### config.mk
export PLATFORM = sky130hd
export DESIGN_NAME = multi_prio_enc_flat
export DESIGN_NICKNAME = d
export VERILOG_FILES = /design/src/rtl/multi_prio_enc_if.sv /design/src/rtl/multi_prio_enc.sv /design/src/flat_wrapper.sv
export SDC_FILE = /design/constraint.sdc
export NUM_CORES = 1
export LEC_CHECK = 0
export CORE_MARGIN = 8
export CORE_UTILIZATION = 53
export CTS_BUF_LIST = sky130_fd_sc_hd__clkbuf_4
export CTS_CLUSTER_DIAMETER = 80
export CTS_CLUSTER_SIZE = 28
export DETAILED_ROUTE_END_ITERATION = 6
export PLACE_DENSITY = 0.86
export SKIP_LAST_GASP = 1
export SLEW_MARGIN = 20
export SYNTH_ARGS = -nofsm -noshare
export SYNTH_HDL_FRONTEND = slang
export SYNTH_SLANG_ARGS = --single-unit
### constraint.sdc
create_clock -name clk -period 4.4 [get_ports clk]
set_input_delay 0.88 -clock clk [delete_from_list [all_inputs] [get_ports clk]]
set_output_delay 0.88 -clock clk [all_outputs]
set_load 0.005 [all_outputs]
### src/rtl/multi_prio_enc_if.sv
// Request/beat bus for multi_prio_enc: a vector goes in, one index per set bit comes out.
interface multi_prio_enc_if #(
  parameter int WIDTH = 8
);
  localparam int IW = $clog2(WIDTH);

  logic [WIDTH-1:0] d;
  logic             in_valid;
  logic             in_ready;
  logic             flush;
  logic [IW-1:0]    q;
  logic             v;
  logic             last;
  logic [IW:0]      rem;
  logic             out_valid;
  logic             out_ready;

  modport slave (
    input  d, in_valid, flush, out_ready,
    output in_ready, q, v, last, rem, out_valid
  );

  modport master (
    output d, in_valid, flush, out_ready,
    input  in_ready, q, v, last, rem, out_valid
  );
endinterface

### src/rtl/multi_prio_enc.sv
// Multi-beat priority encoder: captures a request vector and emits the index of each
// set bit in priority order, one per output handshake.
module multi_prio_enc #(
  parameter int WIDTH     = 8,
  parameter int LSB_FIRST = 0
) (
  input  logic                clk,
  input  logic                rst_n,
  multi_prio_enc_if.slave     bus
);
  localparam int IW = $clog2(WIDTH);

  if (WIDTH < 2) begin : g_width_chk
    $error("multi_prio_enc: WIDTH must be at least 2");
  end

  typedef enum logic {IDLE, BUSY} state_t;

  state_t           state;
  logic [WIDTH-1:0] pend;
  logic [IW-1:0]    q_r;
  logic             v_r;
  logic             last_r;
  logic [IW:0]      rem_r;

  function automatic logic [IW-1:0] first_idx(input logic [WIDTH-1:0] p);
    logic [IW-1:0] idx;
    idx = '0;
    if (LSB_FIRST != 0) begin
      for (int i = WIDTH - 1; i >= 0; i--)
        if (p[i]) idx = IW'(i);
    end else begin
      for (int i = 0; i < WIDTH; i++)
        if (p[i]) idx = IW'(i);
    end
    return idx;
  endfunction

  function automatic logic [IW:0] pop_count(input logic [WIDTH-1:0] p);
    logic [IW:0] c;
    c = '0;
    for (int i = 0; i < WIDTH; i++)
      c = c + (IW+1)'(p[i]);
    return c;
  endfunction

  logic             in_hs;
  logic             out_hs;
  logic             busy_nxt;
  logic [WIDTH-1:0] clr_mask;
  logic [WIDTH-1:0] pend_nxt;
  logic [IW:0]      cnt_nxt;

  assign bus.out_valid = (state == BUSY);
  assign bus.in_ready  = (state == IDLE) |
                         (bus.out_valid & bus.out_ready & last_r & ~bus.flush);
  assign bus.q         = q_r;
  assign bus.v         = v_r;
  assign bus.last      = last_r;
  assign bus.rem       = rem_r;

  assign in_hs    = bus.in_valid & bus.in_ready;
  assign out_hs   = bus.out_valid & bus.out_ready;
  // An all-zero beat (v=0) has no bit to clear.
  assign clr_mask = v_r ? ({{(WIDTH-1){1'b0}}, 1'b1} << q_r) : '0;
  assign busy_nxt = ~bus.flush & (in_hs | ((state == BUSY) & ~(out_hs & last_r)));

  always_comb begin
    pend_nxt = pend;
    if (bus.flush) begin
      pend_nxt = '0;
    end else begin
      if (out_hs) pend_nxt = pend & ~clr_mask;
      if (in_hs)  pend_nxt = bus.d;
    end
  end

  assign cnt_nxt = pop_count(pend_nxt);

  // Beat outputs are registered from the next pending vector so they are valid
  // in the cycle right after the handshake that produced them.
  always_ff @(posedge clk or negedge rst_n) begin
    if (!rst_n) begin
      state  <= IDLE;
      pend   <= '0;
      q_r    <= '0;
      v_r    <= 1'b0;
      last_r <= 1'b0;
      rem_r  <= '0;
    end else begin
      pend <= busy_nxt ? pend_nxt : '0;
      if (busy_nxt) begin
        state  <= BUSY;
        q_r    <= first_idx(pend_nxt);
        v_r    <= |pend_nxt;
        last_r <= (cnt_nxt <= (IW+1)'(1));
        rem_r  <= cnt_nxt;
      end else begin
        state  <= IDLE;
        q_r    <= '0;
        v_r    <= 1'b0;
        last_r <= 1'b0;
        rem_r  <= '0;
      end
    end
  end
endmodule
### src/flat_wrapper.sv
// flat-port wrapper written by rule: the top's interface ports become plain ports
module multi_prio_enc_flat 
#(
  parameter int WIDTH     = 8,
  parameter int LSB_FIRST = 0
)
  (clk, rst_n, bus_d, bus_in_valid, bus_flush, bus_out_ready, bus_in_ready, bus_q, bus_v, bus_last, bus_rem, bus_out_valid);
  multi_prio_enc_if #(.WIDTH(WIDTH)) bus_i ();
  input  logic clk;
  input  logic rst_n;
  input wire logic [$bits(bus_i.d)-1:0] bus_d;
  input wire logic [$bits(bus_i.in_valid)-1:0] bus_in_valid;
  input wire logic [$bits(bus_i.flush)-1:0] bus_flush;
  input wire logic [$bits(bus_i.out_ready)-1:0] bus_out_ready;
  output wire logic [$bits(bus_i.in_ready)-1:0] bus_in_ready;
  output wire logic [$bits(bus_i.q)-1:0] bus_q;
  output wire logic [$bits(bus_i.v)-1:0] bus_v;
  output wire logic [$bits(bus_i.last)-1:0] bus_last;
  output wire logic [$bits(bus_i.rem)-1:0] bus_rem;
  output wire logic [$bits(bus_i.out_valid)-1:0] bus_out_valid;
  assign bus_i.d = bus_d;
  assign bus_i.in_valid = bus_in_valid;
  assign bus_i.flush = bus_flush;
  assign bus_i.out_ready = bus_out_ready;
  assign bus_in_ready = bus_i.in_ready;
  assign bus_q = bus_i.q;
  assign bus_v = bus_i.v;
  assign bus_last = bus_i.last;
  assign bus_rem = bus_i.rem;
  assign bus_out_valid = bus_i.out_valid;
  multi_prio_enc #(.WIDTH(WIDTH), .LSB_FIRST(LSB_FIRST)) u_core (.clk(clk), .rst_n(rst_n), .bus(bus_i));
endmodule
# Yosys cells after proc, flatten, opt, wreduce, memory -nomap -nowiden
# Cells that the tools add are included.
[word_totals]
ram_bits = 0
word_cells = 46
latch_bits = 0
rom_bits = 0
out_inout_bits = 11
mem_count = 0
register_bits = 18
[op_classes]
mul = 0
n_bitwise = 13
reduce_logical = 1
magnitude_cmp = 1
div = 0
addsub = 7
eq_ne = 0
shifts = 1
muxes = 17
[op_table]
columns = ["op", "n"]
rows = [
  ["$mux 8", 5],
  ["$add 4x1->4", 6],
  ["$mux 3", 5],
  ["$and 8x8->8", 1],
  ["$not 8->8", 1],
  ["$reduce_or 8->1", 1],
  ["$shl 1x3->8 const A", 1],
  ["$and 1x1->1", 6],
  ["$le 4x1->1 const B", 1],
  ["$mux 1", 4],
  ["$mux 2", 2],
  ["$mux 4", 1],
  ["$not 1->1", 3],
  ["$add 1x1->2", 1],
  ["$or 1x1->1", 2],
]

# Longest topological paths before layout
[logic_depth]
ltp_word = 16
ltp_mapped = 17
depth_no_buf = 15

# Worst setup path before layout
# Ideal clock, no wire load.
[synth_path]
path_kind = "in2reg"
startpoint = "input port bus_flush"
endpoint = "register u_core.last_r, in the netlist u_core.bus.last"
n_path_buf = 2
arrival_ps = 4262
cell_stages = 16
slack_ps = 5
path_cell_list = "buf_6 -> and3b_4 -> o21a_1 -> buf_6 -> and2_1 -> o21ai_1 -> inv_1 -> ha_1 -> inv_1 -> fa_1 -> fa_1 -> fa_1 -> fa_1 -> nor2b_1 -> o21ai_0 -> nor2_1"
[synth_between]
elab_chain_len = 15
elab_cells_between_ends = 17
cone_classes = "add/sub (7); order compare (1); mux (3); bitwise (6)"
[synth_rtl]
columns = ["item", "line_no", "text"]
rows = [
  ["start, declared", "flat_wrapper.sv:13", "input wire logic [$bits(bus_i.flush)-1:0] bus_flush;"],
  ["$not 1->1", "multi_prio_enc.sv:56, multi_prio_enc.sv:66", ""],
  ["$and 1x1->1", "multi_prio_enc.sv:56", "(bus.out_valid & bus.out_ready & last_r & ~bus.flush);"],
  ["$or 1x1->1", "multi_prio_enc.sv:55", "assign bus.in_ready = (state == IDLE) |"],
  ["$and 1x1->1", "multi_prio_enc.sv:62", "assign in_hs = bus.in_valid & bus.in_ready;"],
  ["$mux 8", "multi_prio_enc.sv:74", "if (in_hs) pend_nxt = bus.d;"],
  ["$mux 8", "multi_prio_enc.sv:70", "if (bus.flush) begin"],
  ["$add 1x1->2", "multi_prio_enc.sv:43", "c = c + (IW+1)'(p[i]);"],
  ["$add 4x1->4 (6 in series)", "multi_prio_enc.sv:43", ""],
  ["$le 4x1->1", "multi_prio_enc.sv:96", "last_r <= (cnt_nxt <= (IW+1)'(1));"],
  ["$mux 1 (*)", "multi_prio_enc.sv:92", "if (busy_nxt) begin"],
  ["end signal, assigned", "multi_prio_enc.sv:96", ""],
  ["end, declared", "multi_prio_enc.sv:23", "logic last_r;"],
]
# Mark *: on every way between the ends. The rest lies on a longest branch, timed or not.

# Worst setup path after layout
[layout_path]
startpoint = "input port bus_out_ready"
endpoint = "register u_core.last_r, in the netlist u_core.bus.last"
[layout_between]
elab_chain_len = 16
elab_cells_between_ends = 21
cone_classes = "add/sub (7); order compare (1); mux (4); bitwise (9)"
[layout_rtl]
columns = ["item", "line_no", "text"]
rows = [
  ["start, declared", "flat_wrapper.sv:14", "input wire logic [$bits(bus_i.out_ready)-1:0] bus_out_ready;"],
  ["$and 1x1->1 (*)", "multi_prio_enc.sv:56, multi_prio_enc.sv:63", ""],
  ["$and 1x1->1", "multi_prio_enc.sv:56, multi_prio_enc.sv:66", ""],
  ["$and 1x1->1", "multi_prio_enc.sv:56", ""],
  ["$or 1x1->1", "multi_prio_enc.sv:55", ""],
  ["$and 1x1->1", "multi_prio_enc.sv:62", ""],
  ["$mux 8", "multi_prio_enc.sv:74", ""],
  ["$mux 8", "multi_prio_enc.sv:70", ""],
  ["$add 1x1->2", "multi_prio_enc.sv:43", ""],
  ["$add 4x1->4 (6 in series)", "multi_prio_enc.sv:43", ""],
  ["$le 4x1->1", "multi_prio_enc.sv:96", ""],
  ["$mux 1 (*)", "multi_prio_enc.sv:92", ""],
]
# Marks and branches as above.

==> flow_metrics.py <==
metrics = {
    "floorplan": {
        "initial_core_util_pct": 54.4,
        "fp-row-count": 17,
        "die_x_um": 63.2,
        "die_h_um": 63.2,
        "io_pins": 24,
        "die-area_sq_um": 3990,
        "core_area_sq_um": 2170,
    },
    "yosys": {
        "synth_top_area_share_pct": 38.1,
        "synth.distinct_cells": 44,
        "synth.avg_cell_area_sq_um": 9.93,
        "yosysWarnings": 0,
        "synth-edff-count": 0,
        "yosys.area.top_type": "dfrtp_1",
        "syn_area_sq_um": 1180,
        "async_flop_share_pct": 100,
        "yosysSeqAreaShare_pct": 38.1,
        "synthCells": 119,
        "syn-num-nets": 140,
        "synthTopCellsByArea": "dfrtp_1 (38%), fa_1 (6.8%), nor2_1 (4.8%)",
        "synth_seq_cells": 18,
        "synth_flop_cell": "dfrtp_1",
    },
    "sta": {
        "finalMaxSlewViolations": 0,
        "whs_ps": 657,
        "slew_headroom_pct": 46.3,
        "max_freq_ghz": 0.242,
        "worst-slew-pin-transition_ps": 802,
        "rsz0062_at_grt": "no",
        "setup-violations-final": 0,
        "post-route-period-util_pct": 94.0,
        "min_period_ps": 4140,
        "hold_violations": 0,
        "setup_tns_ps": 0,
        "skew_ps": 5.84,
    },
    "setup_path": {
        "worstSetupStartpoint": "bus_out_ready",
        "crit_path_cell_trace": "dlymetal6s2s_1 -> and3b_4 -> o21a_4 -> and2_1 -> o21ai_2 -> inv_1 -> ha_1 -> inv_1 -> fa_1 -> fa_1 -> fa_2 -> fa_2 -> nor2b_2 -> o21ai_1 -> nor2_1",
        "arrival_ps": 4320,
        "cp_slowest_cell": "fa_1",
        "critPathMaxFanout": 5,
        "r2r_start": "u_core.bus.out_valid",
        "path_class": "primary input to flip-flop",
        "slowest_delay_ps": 540,
        "worst-path-buf-inv": 3,
        "worstPathRequired_ps": 4590,
        "cp-end-kind": "flip-flop",
        "crit_family": "adder cells",
        "start_kind": "primary input",
    },
    "cells_and_area": {
        "nets": 186,
        "n_fill_cell": 174,
        "drive_above_1_share_pct": 25.8,
        "final_cells": 191,
        "area_growth_pct": 39.2,
        "diodes": 0,
    },
    "grt": {
        "first_global_vias": 1076,
        "grt_start_max_net_pins": 19,
        "grt_pass1_wl_um": 5020,
        "grt_overflow": 0,
        "antenna_found_initial": 0,
        "grt_use_total_pct": 15.5,
    },
    "routing": {
        "drt_first_pass_iters": 4,
        "wl_per_cell_um": 16.4,
        "drt_iter0_markers": 33,
        "vias": 1076,
        "drtAntennaViolNets": 0,
        "via_per_inst": 5.63,
        "drc": 0,
        "totalWireLength_um": 3130,
    },
    "clock_tree": {
        "path_clk_slew_ps": 100,
        "clock_latency_ps": 290,
        "root_buffer": "clkbuf_4",
        "htree_levels": 1,
        "cts_hold_buf": 0,
        "clock-sinks": 18,
        "clock_tree.buffer_depth": 2,
        "cts_tree": "yes",
        "numCtsBuffers": 3,
    },
    "power": {
        "ir_drop_uv": 205,
        "leakage_nw": 0.779,
        "cellPowerDensity_nw_per_um2": 239,
    },
    "placement": {
        "dp_cells": 185,
        "gp_congestion": 0.933,
        "numPortBuffers": 23,
        "dp_hpwl_um": 2460,
    },
    "min_path": {
        "min_from": "u_core.pend[4]",
        "min_path_type": "flip-flop to flip-flop",
    },
    "flow_run": {
        "maxCapViolations": 0,
    },
    "outcome": {
        "outcome": "completed",
    },
}
==> logic make-up (layout without fill, tap and decap cells) <==
logic type	count (synthesis)	in the layout	share of synthesized area, %
adders and majority gates	8	8	11.0
and+or+nand+nor	41	41	19.3
DFF	18	18	38.1
AOI/OAI and AO/OA	34	34	23.5
buffers and inverters	16	60	6.36
muxes	2	2	1.69
==> metrics by stage <==
step | worst slack, ps | util (%) | cell area, sq um | total power, mW
finish | 262 | 75.8 | 1640 | 0.393
global route | 111 | 75.8 | 1640 | 0.411
CTS | 27.0 | 73.5 | 1590 | 0.387
detailed placement | -404 | 71.9 | 1560 | 0.308
global placement | -405 | 71.9 | 1560 | 0.305
floorplan | 4.87 | - | 1180 | 0.247
==> cell type report <==
cell class	count	area, sq um	share of cell area [%]
repair buffers	45	403	24.5
flip-flops and latches	18	450	27.4
multi-input cells	85	688	41.9
clock buffers	3	22.5	1.37
inverters	12	45.0	2.74
well taps	28	35.0	2.13
==> cells in the mapped netlist (3+ instances only) <==
master / number
o21a_1: 5
o21ai_1: 4
ha_1: 4
fa_1: 4
nor2b_1: 6
a21oi_1: 4
and2_1: 3
o21ai_0: 4
dfrtp_1: 18
nand2b_1: 4
inv_1: 9
nor2_1: 15
==> cell usage in the layout (no fill, tap or decap), drive strengths merged, types with 2 or more instances in the layout <==
cell,count
inv,11
and3,3
a21oi,4
a211oi,2
a22oi,2
dfrtp,18
and2,3
ha,4
nor2,15
clkdlybuf4s50,20
or2,2
fa,4
a21boi,2
o21ai,8
buf,22
o21a,5
dlymetal6s2s,3
nor2b,6
mux2i,2
nand2,2
nand2b,4
clkbuf,3
==> registers in the layout, summed over array words and instances, names as in the netlist <==
register	cells
u_core.bus.last	1
u_core.bus.out_valid	1
u_core.bus.q	3
u_core.bus.rem	4
u_core.bus.v	1
u_core.pend	8
==> power by group <==
group | switching [mW] | total [mW] | leakage (nW) | internal (mW)
registers | 0.00827 | 0.184 | 0.244 | 0.176
logic | 0.0607 | 0.128 | 0.522 | 0.0677
clock network | 0.0483 | 0.0802 | 0.0138 | 0.0319
==> final timing paths <==
check	slack (ps)	to	cells after the start
worst max-delay path	260	u_core.bus.last	15
worst min-delay path	660	u_core.pend[4]	3
worst max register to register	540	u_core.bus.last	13
worst min register to register	660	u_core.pend[4]	3
max in group asynchronous	2860	u_core.pend[5]	1
min in group asynchronous	1040	u_core.pend[3]	1
==> what timing repair did <==
action | CTS | global route
gates resized for setup | 4 | 10
pin swaps | 0 | 9
endpoints found under the setup margin | 2 | 2
setup buffers | 0 | 3
==> tightest hold or removal path: cells and delay by family (launching register included) <==
kind            cells  cell delay (ps)
compound gates      1               40
flops               1              350
simple gates        2              230
==> per-layer routing <==
| metal | wire (um) | global-route usage [%] | share of wire (%) |
|---|---|---|---|
| met1 | 1340 | 16.9 | 43 |
| met3 | 158 | 3.36 | 5.1 |
| met4 | 70 | 6.69 | 2.2 |
| met2 | 1560 | 28.2 | 50 |
| met5 | 0 | 0 | 0 |
Note: power is estimated with default switching activity, not from simulation.
==> RTL edit 1: new RTL, same settings <==
`LSB_FIRST` is set to 0 in 2 places; all go to 1.
--- a/src/rtl/multi_prio_enc.sv
+++ b/src/rtl/multi_prio_enc.sv
@@ -4,3 +4,3 @@
   parameter int WIDTH     = 8,
-  parameter int LSB_FIRST = 0
+  parameter int LSB_FIRST = 1
 ) (
--- a/src/flat_wrapper.sv
+++ b/src/flat_wrapper.sv
@@ -4,3 +4,3 @@
   parameter int WIDTH     = 8,
-  parameter int LSB_FIRST = 0
+  parameter int LSB_FIRST = 1
 )
Function: changed (a bounded check fails within 4 cycles, from zero or initial values and one cycle with rst_n low).
==> RTL edit 1 against the original RTL <==
  * Sequential power about the same
  * Final area fell by 8.5%
  * Routed wire length fell by 5.1%
  * Area after synthesis down 8.1%
  * Worst setup slack lost 0.031 ns
  * Clock skew decreased by 0.0016 ns
  * Total power is 2.4% lower
  * Sequential cell count unchanged
  * Largest power group unchanged
  * Highest routed layer unchanged
==> RTL edit 1: results (changes against the original RTL) <==
status finished, final reports clean; met1 Resource Use GR 0.1760 (+0.007020); DR vias/cell 5.665 (+0.55%); Syn Area/Cell 9.784 µm² (-1.4%); antenna violations before repair 0 (unchanged); Via Count 997 (-7.3%); Max FO, Critical Path 3 (-2); pre-CTS setup slack -0.3722 ns (+0.03161 ns); sequential power 184 µW (about the same); most common library cells after synthesis dfrtp_1 (18), nor2_1 (13), inv_1 (12), a21oi_1 (6), nand2_1 (6); Total Nets Final 172 (-7.5%); Global Route Usage Sum 0.1646 (+0.009330); mux share of post-synthesis cell area 0.009217 (-0.007733); hold slack 0.7071 ns (+0.04993 ns); final period utilization 0.9476 (+0.007093); Hold Path End u_core.pend[5]; P per Cell Area 254.8 nW/µm² (+6.7%); Compound-Gate Fraction of Synth Area 0.1717 (-0.06351); Mapped Nets 132 (-5.7%); worst-case clock buffer depth 2 (unchanged); max reg flops 8 (unchanged); drt first-iter violations 68 (+110%); cell family with most CP delay adder cells; worst-margin pin slew 0.7973 ns (-0.005129 ns); first-pass GRT wire length 4491 µm (-11%); Placed Cells 173 (-6.5%); Leak Pwr 0.0007417 µW (-4.8%); Worst path max stage delay 0.52 ns (-0.02 ns); critical path arrival 4.36 ns (+0.04 ns); sequential-to-total area share from yosys stat 0.4147 (+0.03339); grt met3 use 0.02714 (-0.006429); global placement routability congestion 0.9066 (-2.9%); Synth area leaders dfrtp_1 (41%), fa_1 (7.4%), ha_1 (4.6%); CP max-delay cell fa_1; routed len/inst 16.86 µm (+3.0%); largest net degree at the start of global routing 19 (unchanged); Psw 114.1 µW (-2.7%); min-delay src u_core.pend[5]; fin. max-slew vios 0 (unchanged); R2R depth 14 (+1); DP Area 1444 µm² (-7.4%); adder-cell area share of the yosys netlist 0.1198 (+0.009646); Synth Area in XOR/XNOR 0.008065 (+0.008065); met2 usage 0.2791 (-0.002586); clock-pin slew on the worst setup and hold paths roughly 0.09 ns; share of cells above drive strength 1 0.2416 (-0.01606); main flop type after synthesis dfrtp_1; distinct cell type count after synthesis 39 (-11%); power share of the clock group 0.207 (+0.003); worst hold path class reg -> reg; vias in the first global route 992 (-7.8%); Setup Skew 0.004223 ns (-0.001614 ns); Max VDD drop 0.0001944 V (-5.2%); Worst Setup SP bus_flush; hold path depth 2 (-1); post-DP HPWL 2161 µm (-12%)
==> RTL edit 1: changes by cell type after synthesis, sizes merged, moves of 3 or more <==
cell	unedited run	this run
a31oi	0	3
inv	11	14
nand2	2	6
nand2b	4	0
nor2b	6	2
o21a	5	1
o21ai	8	5
==> RTL edit 1: kinds of logic after synthesis <==
logic type,after synthesis
simple gates,40
xor+xnor,1
flops,18
compound gates,26
mux,1
fa+ha+maj,8
buf+inv,17
==> RTL edit 1: layout make-up <==
class	count	area (µm²)
multi-input cells	76	594.3
flip-flops and latches	18	450.4
fillers	119	437.9
repair buffers	38	350.3
inverters	14	52.55
well taps	27	33.78
clock buffers	3	22.52
==> RTL edit 1: timing repair <==
item	4_1_cts	5_1_grt
pin swaps	1	3
setup endpoints to repair	1	3
gates resized for setup	7	7
hold buffers	0	0
==> RTL edit 1: metal layers <==
layer  share of wire  vias to the layer above
li1                -                      459
met5               0                        -
met3           0.089                       12
met1            0.38                      479
met2            0.49                       47
met4           0.039                        0
==> RTL edit 2: new RTL, same settings <==
Made on the original files. Reset style: synchronous (`rst_n`), changed in one clocked block.
--- a/src/rtl/multi_prio_enc.sv
+++ b/src/rtl/multi_prio_enc.sv
@@ -81,3 +81,3 @@
   // in the cycle right after the handshake that produced them.
-  always_ff @(posedge clk or negedge rst_n) begin
+  always_ff @(posedge clk) begin
     if (!rst_n) begin
Formal check against the unedited RTL: differs if rst_n is asserted again (counterexample within 4 cycles, from zero or initial values and one cycle with rst_n low); with rst_n held inactive, the same outputs for 4 cycles.
==> RTL edit 2 against the original RTL <==
  * Worst setup slack got worse by 0.044 ns
  * Routed wire length decreased by 11%
  * Area after synthesis decreased by 10%
  * Final area decreased by 11%
  * Fmax decreased by 1.0%
  * Total power decreased by 10%
  * Final cell count decreased by 2.6%
  * Largest cell class unchanged
  * Utilization increased by 0.59 points
  * Critical path type unchanged
  * Sequential cell count unchanged
  * Global-route usage increased by 1.3 points
  * Register-to-register slack got worse by 0.03 ns
  * Clock skew decreased by 0.0039 ns
  * Worst hold slack got worse by 0.032 ns
==> RTL edit 2: results (changes against the original RTL) <==
status finished, final reports clean; total setup buffers inserted after CTS 1 (+1); share of cells above drive strength 1 0.2138 (-0.04383); Max FO, Critical Path 4 (-1); DR vias/cell 5.333 (-5.3%); Non-clock buffering overhead 0.2387 (-0.006349); post-DP HPWL 2216 µm (-9.9%); Initial Util 0.5514 (+0.007026); standard-cell row count 16 (-1); Comb group 92.8 µW (-27%); drt first-iter violations 42 (+27%); critical path arrival 4.44 ns (+0.12 ns); #MultiIn Comb 83 (-2.4%); CP max-delay cell fa_2; global placement routability congestion 0.9146 (-2.0%); routed len/inst 14.91 µm (-8.9%); Max VDD drop 0.0002245 V (+9.5%); area grow syn2layout 38.49%; multi-input logic area 640.6 µm² (-6.9%); nonclk inv count 15 (+3); Seq cells 18 (unchanged); Via Count 992 (-7.8%); Worst Setup SP bus_in_valid; Total Nets Final 181 (-2.7%); Worst R2R End u_core.bus.last; bufs w/o clock 39 (-13%); fraction of area in clock buffers and inverters 0.01790 (+0.004204); P per Cell Area 240.1 nW/µm² (+0.56%); DP Area 1418 µm² (-9.1%); most common library cells after synthesis dfxtp_1 (18), inv_1 (15), nor2_1 (15), o21ai_0 (7); fillcell total 153 (-12%); main flop type after synthesis dfxtp_1
## RTL edit 2: changes by cell type after synthesis, moves of 5 or more
cell	unedited run	this run
nor2b_1	6	1
inv_1	9	15
dfrtp_1	18	0
dfxtp_1	0	18
and2b_1	0	5
## RTL edit 2: cell families (layout without fill, tap and decap cells)
logic type / after synthesis / count (layout) / share of synthesized area
AO/OA/AOI/OAI: 32 / 32 / 0.2314
adder cells (fa/ha/maj): 8 / 8 / 0.1228
flip-flops: 18 / 18 / 0.3400
multiplexers: 3 / 3 / 0.02834
buffers and inverters: 18 / 58 / 0.07084
XOR/XNOR: 1 / 1 / 0.008266
AND/OR/NAND/NOR: 39 / 39 / 0.1984
## RTL edit 2: layer usage
layer / part of all wire / vias to the layer above / track usage / wire [µm]
met5: 0 / - / 0 / 0
met4: 0.013 / 0 / 0.07973 / 36
met3: 0.048 / 5 / 0.04873 / 132
met2: 0.54 / 28 / 0.3017 / 1494
met1: 0.40 / 469 / 0.1752 / 1112
li1: - / 490 / - / -
